===== src/rtl/bcam_pkg.sv =====
// Shared constants and types for the BCAM match path.
package bcam_pkg;

  localparam int CAMD_DEFAULT  = 256;
  localparam int CAMW_DEFAULT  = 16;
  localparam int ADDRW_DEFAULT = $clog2(CAMD_DEFAULT);

  // Match latency of the bcam core with registered match and registered
  // address encoder (REGM=1, REGO=1).
  localparam int MLAT_DEFAULT  = 2;
  localparam int RSPD_DEFAULT  = 4;

  typedef struct packed {
    logic                     hit;
    logic [ADDRW_DEFAULT-1:0] addr;
  } match_rsp_t;

  // Number of set bits in an up-to-8-bit valid vector (MLAT is at most 8).
  function automatic int unsigned popcount8(input logic [7:0] v);
    int unsigned n;
    n = 0;
    for (int i = 0; i < 8; i++) begin
      n += {31'd0, v[i]};
    end
    return n;
  endfunction

endpackage


===== src/rtl/bcam_rsp_fifo.sv =====
// Response FIFO: first-word-fall-through with a registered output stage.
// Entries land in the array first and reach the output register one cycle
// later, so the array read is always registered.
module bcam_rsp_fifo #(
  parameter  int DEPTH = 4,
  parameter  int WIDTH = 9,
  localparam int PTRW  = $clog2(DEPTH),
  localparam int CNTW  = PTRW + 1
) (
  input  logic             clk,
  input  logic             rst,
  input  logic             push,
  input  logic [WIDTH-1:0] push_data,
  input  logic             pop,
  output logic             out_valid,
  output logic [WIDTH-1:0] out_data,
  output logic [CNTW-1:0]  count
);

  logic [WIDTH-1:0] mem_reg [DEPTH];
  logic [PTRW-1:0]  wr_ptr_reg;
  logic [PTRW-1:0]  rd_ptr_reg;
  logic [CNTW-1:0]  mem_cnt_reg;
  logic             out_vld_reg;
  logic [WIDTH-1:0] out_data_reg;
  logic             load;

  // Refill the output register whenever it is empty or being drained.
  assign load = (mem_cnt_reg != '0) && (!out_vld_reg || pop);

  // Storage array write port; left unreset so it maps onto block RAM.
  always_ff @(posedge clk) begin
    if (push) begin
      mem_reg[wr_ptr_reg] <= push_data;
    end
  end

  // Pointers, occupancy and the registered output stage.
  always_ff @(posedge clk) begin
    if (rst) begin
      wr_ptr_reg   <= '0;
      rd_ptr_reg   <= '0;
      mem_cnt_reg  <= '0;
      out_vld_reg  <= 1'b0;
      out_data_reg <= '0;
    end else begin
      assert (!(push && !pop && count == CNTW'(DEPTH)));
      if (push) begin
        wr_ptr_reg <= wr_ptr_reg + 1'b1;
      end
      if (load) begin
        rd_ptr_reg   <= rd_ptr_reg + 1'b1;
        out_data_reg <= mem_reg[rd_ptr_reg];
        out_vld_reg  <= 1'b1;
      end else if (pop) begin
        out_vld_reg  <= 1'b0;
      end
      mem_cnt_reg <= mem_cnt_reg + CNTW'(push) - CNTW'(load);
    end
  end

  assign out_valid = out_vld_reg;
  assign out_data  = out_data_reg;
  assign count     = mem_cnt_reg + CNTW'(out_vld_reg);

endmodule


===== src/rtl/bcam_match_ctrl.sv =====
// BCAM match-query controller: drives mPatt, tracks queries through the
// fixed core latency and returns one response per accepted request.
module bcam_match_ctrl
  import bcam_pkg::*;
#(
  parameter  int CAMD  = CAMD_DEFAULT,
  parameter  int CAMW  = CAMW_DEFAULT,
  parameter  int ADDRW = $clog2(CAMD),
  parameter  int MLAT  = MLAT_DEFAULT,
  parameter  int RSPD  = RSPD_DEFAULT,
  localparam int CNTW  = $clog2(RSPD) + 1
) (
  input  logic             clk,
  input  logic             rst,
  input  logic             req_valid,
  output logic             req_ready,
  input  logic [CAMW-1:0]  req_patt,
  input  logic             wr_busy,
  output logic [CAMW-1:0]  cam_mPatt,
  input  logic             cam_match,
  input  logic [ADDRW-1:0] cam_mAddr,
  output logic             rsp_valid,
  input  logic             rsp_ready,
  output logic             rsp_match,
  output logic [ADDRW-1:0] rsp_addr,
  output logic [15:0]      hit_cnt,
  output logic             busy
);

  logic             rst_q_reg;
  logic [MLAT-1:0]  vld_sr_reg;
  logic [MLAT-1:0]  vld_sr_next;
  logic [CAMW-1:0]  mpatt_reg;
  logic [15:0]      hit_cnt_reg;
  logic             accept;
  logic             push;
  logic             pop;
  logic             credit_ok;
  int unsigned      inflight;
  logic [ADDRW:0]   push_data;
  logic [ADDRW:0]   fifo_data;
  logic             fifo_valid;
  logic [CNTW-1:0]  fifo_count;

  // Credit check: every query in flight already owns a FIFO slot, so the
  // FIFO can never be full when a result arrives.
  always_comb begin
    inflight  = popcount8(8'(vld_sr_reg));
    credit_ok = (inflight + 32'(fifo_count)) < unsigned'(RSPD);
    req_ready = !rst_q_reg && !wr_busy && credit_ok;
  end

  assign accept = req_valid && req_ready;

  // Valid shift register: one stage per cycle of core match latency.
  for (genvar gi = 0; gi < MLAT; gi++) begin : g_vld
    if (gi == 0) begin : g_head
      assign vld_sr_next[gi] = accept;
    end else begin : g_tail
      assign vld_sr_next[gi] = vld_sr_reg[gi-1];
    end
  end

  assign push      = vld_sr_reg[MLAT-1];
  assign push_data = {cam_match, cam_match ? cam_mAddr : {ADDRW{1'b0}}};
  assign pop       = fifo_valid && rsp_ready;

  // Query launch, latency tracking and delivered-hit counter.
  always_ff @(posedge clk) begin
    if (rst) begin
      rst_q_reg   <= 1'b1;
      vld_sr_reg  <= '0;
      mpatt_reg   <= '0;
      hit_cnt_reg <= '0;
    end else begin
      rst_q_reg  <= 1'b0;
      vld_sr_reg <= vld_sr_next;
      if (accept) begin
        mpatt_reg <= req_patt;
      end
      if (pop && fifo_data[ADDRW] && hit_cnt_reg != 16'hFFFF) begin
        hit_cnt_reg <= hit_cnt_reg + 16'd1;
      end
    end
  end

  bcam_rsp_fifo #(
    .DEPTH (RSPD),
    .WIDTH (ADDRW + 1)
  ) u_rsp_fifo (
    .clk       (clk),
    .rst       (rst),
    .push      (push),
    .push_data (push_data),
    .pop       (pop),
    .out_valid (fifo_valid),
    .out_data  (fifo_data),
    .count     (fifo_count)
  );

  assign cam_mPatt = mpatt_reg;
  assign rsp_valid = fifo_valid;
  assign rsp_match = fifo_data[ADDRW];
  assign rsp_addr  = fifo_data[ADDRW-1:0];
  assign hit_cnt   = hit_cnt_reg;
  assign busy      = (|vld_sr_reg) || (fifo_count != '0);

endmodule

===== config.mk =====
export PLATFORM = sky130hd
export DESIGN_NAME = bcam_match_ctrl
export DESIGN_NICKNAME = d
export VERILOG_FILES = /design/src/rtl/bcam_pkg.sv /design/src/rtl/bcam_rsp_fifo.sv /design/src/rtl/bcam_match_ctrl.sv
export SDC_FILE = /design/constraint.sdc
export NUM_CORES = 1
export LEC_CHECK = 0
export ABC_AREA = 1
export CAP_MARGIN = 20
export CORE_ASPECT_RATIO = 1.75
export CORE_MARGIN = 10
export CORE_UTILIZATION = 50
export CTS_CLUSTER_SIZE = 12
export DETAILED_ROUTE_END_ITERATION = 7
export MAX_ROUTING_LAYER = met4
export PLACE_DENSITY = 0.76
export SLEW_MARGIN = 20
export SYNTH_ARGS = -nofsm -noshare
export SYNTH_HDL_FRONTEND = slang
export SYNTH_HIERARCHICAL = 1
export SYNTH_SLANG_ARGS = --single-unit

===== constraint.sdc =====
create_clock -name clk -period 2 [get_ports clk]
set_input_delay 0.2 -clock clk [delete_from_list [all_inputs] [get_ports clk]]
set_output_delay 0.2 -clock clk [all_outputs]
set_load 0.02 [all_outputs]

======== After elaboration in Yosys (flattened, before gate mapping) ========
Memory sizes are Yosys's and may differ from the RTL's. A register that Yosys moved wholly into a read port is not among the register bits.
Cells that the tools add are included.
word-level totals
  input bits .............................. 30
  RAM bits ................................ 36
  word-level logic and storage cells ...... 41
  memories ................................ 1
  flip-flop bits (word level) ............. 43
  output and inout port bits .............. 44
cells by class
  magnitude comparators ................... 1
  $add $sub $neg .......................... 8
  eq/ne operators ......................... 1
  reduce and logical (&&, ||, !) cells .... 16
  mux-type cells .......................... 6
memories
  memory              depth  bits a word  rd ports  clocked after Yosys merged registers in  write ports  RTL line             text
  u_rsp_fifo.mem_reg  4      9            1         1                                        1            bcam_rsp_fifo.sv:20  logic [WIDTH-1:0] mem_reg [DEPTH];
operator list
  kind                   count
  $add 16x1->16 const B  1
  $ne 16x16->1 const B   1
  $mux 8                 1
  $logic_and 1x1->1      7
  $add 3x1->3            2
  $reduce_bool 3->1      2
  $mux 1                 5
  $add 2x1->2 const B    2
  $add 2x3->4            1
  $lt 4x3->1 const B     1
  $logic_not 1->1        3
  $sub 3x1->3            1
  $add 1x1->2            1
  $logic_or 1x1->1       2
  $reduce_bool 2->1      1
  $reduce_or 2->1        1

======== Longest topological paths before layout ========
Gate-level depths: netlist of run 1.
  depth in word-level cells ............... 5
  mapped depth ............................ 13
  gate-level depth less buffers ........... 13

======== Cells and area by module ========
Netlist of run 1, hierarchy kept.
by module, submodules not included
  module           area each (um^2)  sequential area each (um^2)  cells each  times used
  bcam_rsp_fifo    2,396.0           1,421.4                      264         1
  bcam_match_ctrl  1,788.0           700.7                        259         1

======== Worst setup path before layout of run 1 ========
No wires, ideal clock.
  path type ............................... register to register
  start point ............................. register u_rsp_fifo.out_vld_reg, in the netlist u_rsp_fifo/out_valid
  end point ............................... register mpatt_reg[3], in the netlist cam_mPatt[3]
  clock period less this slack ............ 1,905 ps
  cell stages (with the launch flop) ...... 11
  arrival time ............................ 1,832 ps
  path buffers ............................ 2
  path slack .............................. 95 ps
  setup time .............................. 73 ps
  data required time ...................... 1,927 ps
  cells stage by stage .................... dfxtp_1 ha_1 ha_1 nand2_1 inv_1 o21ai_1 and2_1 buf_4 buf_4 nand3_1 a21oi_1
on the way
  longest elaborated chain between the ends .. 5
ends and longest elaborated chain
  what                      RTL line               text
  start: declaration        bcam_rsp_fifo.sv:24    logic out_vld_reg;
  start signal: assignment  bcam_rsp_fifo.sv:44    out_vld_reg <= 1'b0;
  start signal: assignment  bcam_rsp_fifo.sv:54    out_vld_reg <= 1'b1;
  start signal: assignment  bcam_rsp_fifo.sv:56    out_vld_reg <= 1'b0;
  $add 3x1->3               bcam_rsp_fifo.sv:64    assign count = mem_cnt_reg + CNTW'(out_vld_reg);
  via fifo_count[0]         bcam_match_ctrl.sv:43  logic [CNTW-1:0] fifo_count;
  $add 2x3->4               bcam_match_ctrl.sv:49  credit_ok = (inflight + 32'(fifo_count)) < unsigned'(RSPD);
  $lt 4x3->1                bcam_match_ctrl.sv:49
  $logic_and 1x1->1         bcam_match_ctrl.sv:50  req_ready = !rst_q_reg && !wr_busy && credit_ok;
  via req_ready             bcam_match_ctrl.sv:16  output logic req_ready,
  $logic_and 1x1->1         bcam_match_ctrl.sv:53  assign accept = req_valid && req_ready;
  end signal: assignment    bcam_match_ctrl.sv:79  mpatt_reg <= req_patt;
  end: declaration          bcam_match_ctrl.sv:33  logic [CAMW-1:0] mpatt_reg;
The timed path passes the listed nets, and every way through them passes these cells.
A chain may end at the register's enable or synchronous reset.

======== Worst setup path after layout of run 1 ========
  start point ............................. register u_rsp_fifo.out_vld_reg, in the netlist u_rsp_fifo/out_valid
  end point ............................... output req_ready
on the way
  longest elaborated chain between the ends .. 4
ends and longest elaborated chain
  what               RTL line
  $add 3x1->3        bcam_rsp_fifo.sv:64
  via fifo_count[2]  bcam_match_ctrl.sv:43
  $add 2x3->4        bcam_match_ctrl.sv:49
  $lt 4x3->1         bcam_match_ctrl.sv:49
  $logic_and 1x1->1  bcam_match_ctrl.sv:50
  end: declaration   bcam_match_ctrl.sv:16
The timed path passes the listed nets, and every way through them passes these cells.

==> summary.md, run 1 <==
| Metric | Value |
|---|---|
| Switching pwr | `between 1.5 and 2 mW` |
| Largest net degree at the start of global routing | `26` |
| Register area share after synthesis | `50.7%` |
| Mapped Area | `around 0.0042 mm²` |
| Number of synthesized flops with an enable pin | `36` |
| Non-Filler Instances | `702` |
| I/O pin cnt | `74` |
| Critical Path End Type | `output port` |
| Hold path depth | `3` |
| Share of the synthesized area in the top cell type | `25.8%` |
| Antenna Cells | `0` |
| Primary FF master, synth | `dfxtp_1` |
| Clock share of power | `27.6%` |
| Setup TNS Final | `0 ns` |
| H-tree lvl count | `3` |
| Max-slew violations | `0` |
| Hold Buf Count CTS | `0` |
| Crit Reg-Reg Endpoint | `u_rsp_fifo/mem_cnt_reg[1]` |
| Final ANT Viol Nets | `0` |
| Via count | `3454` |
| HPWL Detailed | `6920 µm` |
| Flops & latches, synth | `between 80 and 90` |
| GPL Wtd Cong | `0.880` |
| Net count, final | `646` |
| Max capacitance violation total | `0` |
| Crit path max fanout | `2` |
| Mean Syn Cell Area | `8.00 µm²` |
| Pwr dens | `1040 mW/mm²` |
| Vias in the first global route | `about 3500` |
| Critical path launch point type | `flop` |
| Status | `finished clean` |
| RSZ-0062 raised after global routing | `false` |
| Clock Latency Late Sink | `0.34 ns` |
| Cells after synthesis | `approximately 520` |
| WL final | `roughly 9600 µm` |
| Fmax | `0.519 GHz` |
| Synth top area cells | `edfxtp_1 26%, dfxtp_1 25%, nand2_1 13%, inv_1 7.5%, nand3_1 5.5%` |
| Reg-to-reg startpoint | `u_rsp_fifo/mem_cnt_reg[1]` |
| P&R area growth vs syn | `28.4%` |
| CTS root buffer | `clkbuf_16` |
| R2R depth | `11` |
| Final period util | `96.4%` |
| Residual DRC | `0` |
| Number of flip-flops in the largest register | `36` |
| # rows | `44` |
| Area of the multi-input gates | `0.00167 mm²` |
| Clock skew | `0.00639 ns` |
| Hold Crit Class | `in2reg` |
| Critical Path RT | `between 1.5 and 2 ns` |
| Crit Path Class | `reg2out` |
| Yosys warns | `6` |
| Min Tclk post-route | `1.93 ns` |
| Final setup violation count | `0` |
| Combinational Power Share | `33.8%` |
| Mapped Nets | `564` |
| Fin area | `0.00537 mm²` |
| Die height | `141 µm` |
| CTS tree | `built` |
| DR pass1 iterations | `4` |
| Clock tree buffer depth | `2` |
| Reg clk slew, reported paths | `about 0.06 ns` |
| CTS buffer count | `9` |
| HP Start | `req_patt[12]` |
| Cell internal pwr | `3.70 mW` |
| Avg WL per Cell | `13.6 µm` |
| Worst-margin pin slew | `0.520 ns` |
| CORE AREA | `about 0.0083 mm²` |
| Share of layout cells above drive strength 1 | `14.8%` |
| Worst slew margin | `approximately two thirds` |
| Die width | `about 90 µm` |
| Worst VDD drop | `0.828 mV` |
| Initial antenna violation count | `0` |
| FILL cells | `about 700` |
| Pwr Total | `5.58 mW` |
| Die area | `0.0126 mm²` |
| Average vias per placed instance | `4.92` |
| Dpl ws | `-0.188 ns` |
| Placed Area | `0.00503 mm²` |
| IO buf count | `73` |
| Clk sinks | `between 80 and 90` |
| Flop pwr share | `38.7%` |
| Initial DRC count | `136` |
| PnR worst setup slack | `0.0719 ns` |
| Sw frac | `around a third` |
| Arr. time, crit path | `about 1.7 ns` |
| Initial core utilization | `50.7%` |
| Leak | `2.33 nW` |
| GRT Util Overall | `16.6%` |
| Fraction of registers with async set/reset | `0%` |
| Worst R2R Setup Slack | `0.09 ns` |
| Final hold vios | `0` |
| Cell variety after synth | `29` |
| Post-Place Cells | `685` |
| First-pass GRT wire length | `16000 µm` |
| Synth area leader | `edfxtp_1` |
| Total gr overflow | `0` |
| WHS Endpoint | `cam_mPatt[12]` |
| Storage cell area | `about 0.0021 mm²` |
==> cells in the final DEF (no fill, tap or decap), types with 4 or more instances in the layout <==
master,count
xor2_1,4
buf_4,16
inv_1,81
clkbuf_16,9
nand2_2,19
edfxtp_1,36
dfxtp_1,49
nor2_1,51
inv_2,8
ha_1,6
a21oi_1,20
nand3_1,46
clkdlybuf4s50_1,71
nor2_2,5
a21oi_2,10
nand2_1,141
nand4_1,4
==> worst max-delay path by stage <==
stage               cells past startpoint                         to                  from
floorplan                              10               cam_mPatt[3]  u_rsp_fifo/out_valid
global placement                        7                  req_ready  u_rsp_fifo/out_valid
detailed placement                     13  u_rsp_fifo/mem_cnt_reg[2]             rsp_ready
CTS                                     7                  req_ready  u_rsp_fifo/out_valid
global route                            6                  req_ready  u_rsp_fifo/out_valid
finish                                  6                  req_ready  u_rsp_fifo/out_valid
==> worst max-delay path, cell delays in order, from the launching register on <==
cell and delay, ns:
dfxtp_2 0.34, ha_4 0.15, ha_1 0.18, xor2_1 0.16, nor3_1 0.23, and2_4 0.21
buf_6 0.11
==> layout make-up <==
cell class	count	share of cell area, %
repair buffers	90	16.0
well taps	92	2.14
multi-input cells	327	31.0
inverters	89	6.22
clock inverters	5	0.605
clock buffers	11	4.52
flip-flops and latches	88	39.6
==> synthesized netlist by cell type, types with 6 or more instances <==
cell and instances:
nor2_2 6, inv_1 84, nand2_1 143, dfxtp_1 52
nand3_1 46, buf_2 7, nand2_2 17, a21oi_2 10
nor2_1 51, ha_1 10, a21oi_1 20, edfxtp_1 36
==> cells by family after synthesis <==
logic type	after synthesis	synth area share (%)
AO/OA/AOI/OAI	35	5.08
flip-flops	88	50.7
adder cells (fa/ha/maj)	11	3.47
XOR/XNOR	7	1.47
buffers and inverters	108	10.9
AND/OR/NAND/NOR	274	28.4
==> stage by stage <==
step | hold WS, ns | util [%]
final | 0.434 | 65.1
after global routing | 0.446 | 65.1
after CTS | 0.421 | 64.3
after detailed placement | 0.455 | 60.9
after global placement | 0.451 | 60.9
after floorplan | 0.228 | -
==> layer usage <==
metal | part of all wire [%] | vias to the layer above | global-route usage [%]
met1 | 41 | 1578 | 17.8
met4 | 1.6 | 0 | 6.82
met2 | 53 | 91 | 28.0
li1 | - | 1773 | -
met3 | 4.4 | 12 | 4.21
met5 | 0 | - | -
==> power groups by stage <==
| stage | registers (mW) | logic [mW] | clock network [mW] |
|---|---|---|---|
| floorplan | 2.26 | 1.12 | 0 |
| finish | 2.16 | 1.88 | 1.54 |
| CTS | 2.14 | 1.79 | 1.58 |
| global placement | 2.17 | 1.73 | 0 |
| detailed placement | 2.18 | 1.78 | 0 |
| global route | 2.18 | 2.13 | 1.67 |
==> timing repair <==
item                       in CTS  in global routing
setup buffers                   0                  1
pin swaps                       0                  4
setup endpoints to repair       2                  4
cloned                          0                  0
resized for setup               8                 18
(Power assumes the default switching activity.)
==> run 2, diff against run 1 <==
--- a/config.mk
+++ b/config.mk
@@ -19,3 +19,4 @@
 export SYNTH_HDL_FRONTEND = slang
 export SYNTH_HIERARCHICAL = 1
 export SYNTH_SLANG_ARGS = --single-unit
+export TNS_END_PERCENT = 10
==> run 2 against run 1 <==
Compared with the run above: register-to-register slack lost 0.03 ns; cell count shrank 0.14%; wire length shrank 1.2%; sequential power is essentially flat; fmax shrank 1.9%; via count shrank 0.35%; sequential cell count is the same; count of clock-buffer cells in the layout is the same; setup slack lost 0.038 ns; clock skew is essentially flat; critical path depth grew 1; largest cell class unchanged.
==> summary.md, run 2 (synthesized netlist as in run 1, its figures left out) <==
| Metric | Value |
|---|---|
| Die height | `141 µm (unchanged)` |
| IO buf count | `73 (unchanged)` |
| Arr. time, crit path | `1.77 ns (was 1.73 ns)` |
| Initial antenna violation count | `0 (unchanged)` |
| Share of layout cells above drive strength 1 | `13.5% (was 14.8%)` |
| Max capacitance violation total | `0 (unchanged)` |
| CP max-delay cell | `dfxtp_2 (unchanged)` |
| Combinational Power Share | `32.7% (was 33.8%)` |
| Fmax | `0.509 GHz (was 0.519 GHz)` |
| Vias in the first global route | `3485 (unchanged)` |
| Final setup violation count | `0 (unchanged)` |
| Clock tree buffer depth | `2 (unchanged)` |
| Crit Path Class | `reg2out (unchanged)` |
| CTS buffer count | `9 (unchanged)` |
| Setup TNS Final | `0 ns (unchanged)` |
| Critical Path RT | `1.80 ns (about the same)` |
| Number of flip-flops in the largest register | `36 (unchanged)` |
| Switching pwr | `1.83 mW (was 1.88 mW)` |
| HPWL Detailed | `6920 µm (unchanged)` |
| Worst path most repeated cell | `ha_1` |
| Critical Path End Type | `output port (unchanged)` |
| CORE AREA | `0.00826 mm² (unchanged)` |
| Clk sinks | `88 (unchanged)` |
| WL final | `9460 µm (was 9570 µm)` |
| Clock skew | `0.00674 ns (was 0.00639 ns)` |
| Hold Buf Count CTS | `0 (unchanged)` |
| GRT Util Overall | `16.6% (unchanged)` |
| Status | `finished clean (unchanged)` |
| CTS tree | `built (unchanged)` |
| Largest net degree at the start of global routing | `26 (unchanged)` |
| Reg clk slew, reported paths | `0.06 ns (about the same)` |
| Worst VDD drop | `0.812 mV (was 0.828 mV)` |
| Postcts setup bufs | `0 (unchanged)` |
| Antenna Cells | `0 (unchanged)` |
| Flop pwr share | `39.2% (was 38.7%)` |
| Average vias per placed instance | `4.91 (was 4.92)` |
| Final ANT Viol Nets | `0 (unchanged)` |
| Crit path max fanout | `2 (unchanged)` |
| Avg WL per Cell | `13.5 µm (was 13.6 µm)` |
| Min Tclk post-route | `1.97 ns (was 1.93 ns)` |
| RSZ-0062 raised after global routing | `true (was false)` |
| Final hold vios | `0 (unchanged)` |
| FILL cells | `692 (was 682)` |
| H-tree lvl count | `3 (unchanged)` |
| Hold Crit Class | `in2reg (unchanged)` |
| Max-slew violations | `0 (unchanged)` |
| GPL Wtd Cong | `0.880 (unchanged)` |
| Sw frac | `33.5% (was 33.6%)` |
| Clock share of power | `28.2% (was 27.6%)` |
| Commonest non-fill, non-tap cell in the layout | `nand2_1 (unchanged)` |
| Fin area | `0.00532 mm² (was 0.00537 mm²)` |
| # rows | `44 (unchanged)` |
| Initial core utilization | `50.7% (unchanged)` |
| Crit-path max cell delay | `0.32 ns (was 0.34 ns)` |
| Pwr dens | `1030 mW/mm² (was 1040 mW/mm²)` |
| Worst slew margin | `65.1% (was 65.2%)` |
| Via count | `3442 (was 3454)` |
| First-pass GRT wire length | `16000 µm (unchanged)` |
| P&R area growth vs syn | `27.1% (was 28.4%)` |
| CTS root buffer | `clkbuf_16 (unchanged)` |
| Worst-margin pin slew | `0.522 ns (was 0.520 ns)` |
| I/O pin cnt | `74 (unchanged)` |
| Pwr Total | `5.47 mW (was 5.58 mW)` |
| Residual DRC | `0 (unchanged)` |
| Clock Latency Late Sink | `0.34 ns (about the same)` |
| Initial DRC count | `159 (was 136)` |
| Total gr overflow | `0 (unchanged)` |
| Leak | `2.32 nW (was 2.33 nW)` |
| Die width | `89.2 µm (unchanged)` |
| Critical path launch point type | `flop (unchanged)` |
| Final period util | `98.3% (was 96.4%)` |
| Cells along the critical path | `ha_1 > ha_1 > nand2_1 > inv_1 > o21ai_2 > and2_4 > buf_6 (was ha_4 > ha_1 > xor2_1 > nor3_1 > and2_4 > buf_6)` |
| Cell internal pwr | `3.64 mW (was 3.70 mW)` |
| DR pass1 iterations | `6 (was 4)` |
| Placed Area | `0.00503 mm² (unchanged)` |
| Net count, final | `645 (was 646)` |
| Die area | `0.0126 mm² (unchanged)` |
| Commonest cells after routing, fill and taps aside | `141 x nand2_1, 83 x inv_1, 71 x clkdlybuf4s50_1 (was 141 x nand2_1, 81 x inv_1, 71 x clkdlybuf4s50_1)` |
==> run 2: cell count changes in the layout (fill, tap and decap cells not counted), sizes merged <==
cell	delta
buf	-1
==> run 2: worst paths after layout <==
check,start,to,slack (ns),depth (start not counted)
min reg2reg,cam_mPatt[11],cam_mPatt[11],0.46,2
max,u_rsp_fifo/out_valid,req_ready,0.03,7
min,req_patt[12],cam_mPatt[12],0.43,3
max reg2reg,u_rsp_fifo/out_valid,u_rsp_fifo/mem_cnt_reg[1],0.06,13
==> run 2: critical path, delay by kind of cell, from the launching register on <==
family,cells,cell delay (ns)
buf+inv,2,0.16
flops,1,0.32
fa+ha+maj,2,0.59
compound gates,1,0.13
simple gates,2,0.23
==> run 2: layout make-up <==
type / count / area (µm²) / share of cell area (%)
inverter: 89 / 334 / 6.28
clock inverter: 5 / 32.5 / 0.612
timing repair buffer: 89 / 847 / 15.9
clock buffer: 11 / 243 / 4.56
tap: 92 / 115 / 2.16
multi-input combinational: 327 / 1620 / 30.5
sequential: 88 / 2120 / 39.9
==> run 2: timing repair <==
action,4_1_cts,5_1_grt
resized for setup,8,9
endpoints found under the setup margin,2,4
pin swaps,0,1
==> run 2: per-layer routing <==
layer	track usage, %	wire, µm	vias to the layer above
met4	6.82	161	0
met1	17.8	3780	1569
met5	-	0	-
li1	-	-	1766
met3	4.21	437	13
met2	28.0	5070	94
==> run 2: power groups by stage <==
stage	clock network (mW)	logic, mW	registers (mW)
after global routing	1.67	2.03	2.16
after global placement	0	1.73	2.17
after detailed placement	0	1.78	2.18
after CTS	1.58	1.79	2.14
final	1.54	1.79	2.14
after floorplan	0	1.12	2.26
==> run 2: metrics by stage <==
step           utilization, %  instances  hold slack (ns)  setup slack [ns]
2_1_floorplan               -        523            0.228            0.0946
3_3_place_gp             60.9        685            0.451            -0.120
3_5_place_dp             60.9        685            0.455            -0.188
4_1_cts                  64.3        701            0.421          -0.00392
5_1_grt                  64.4        701            0.446           -0.0502
6_report                 64.4        701            0.433            0.0335
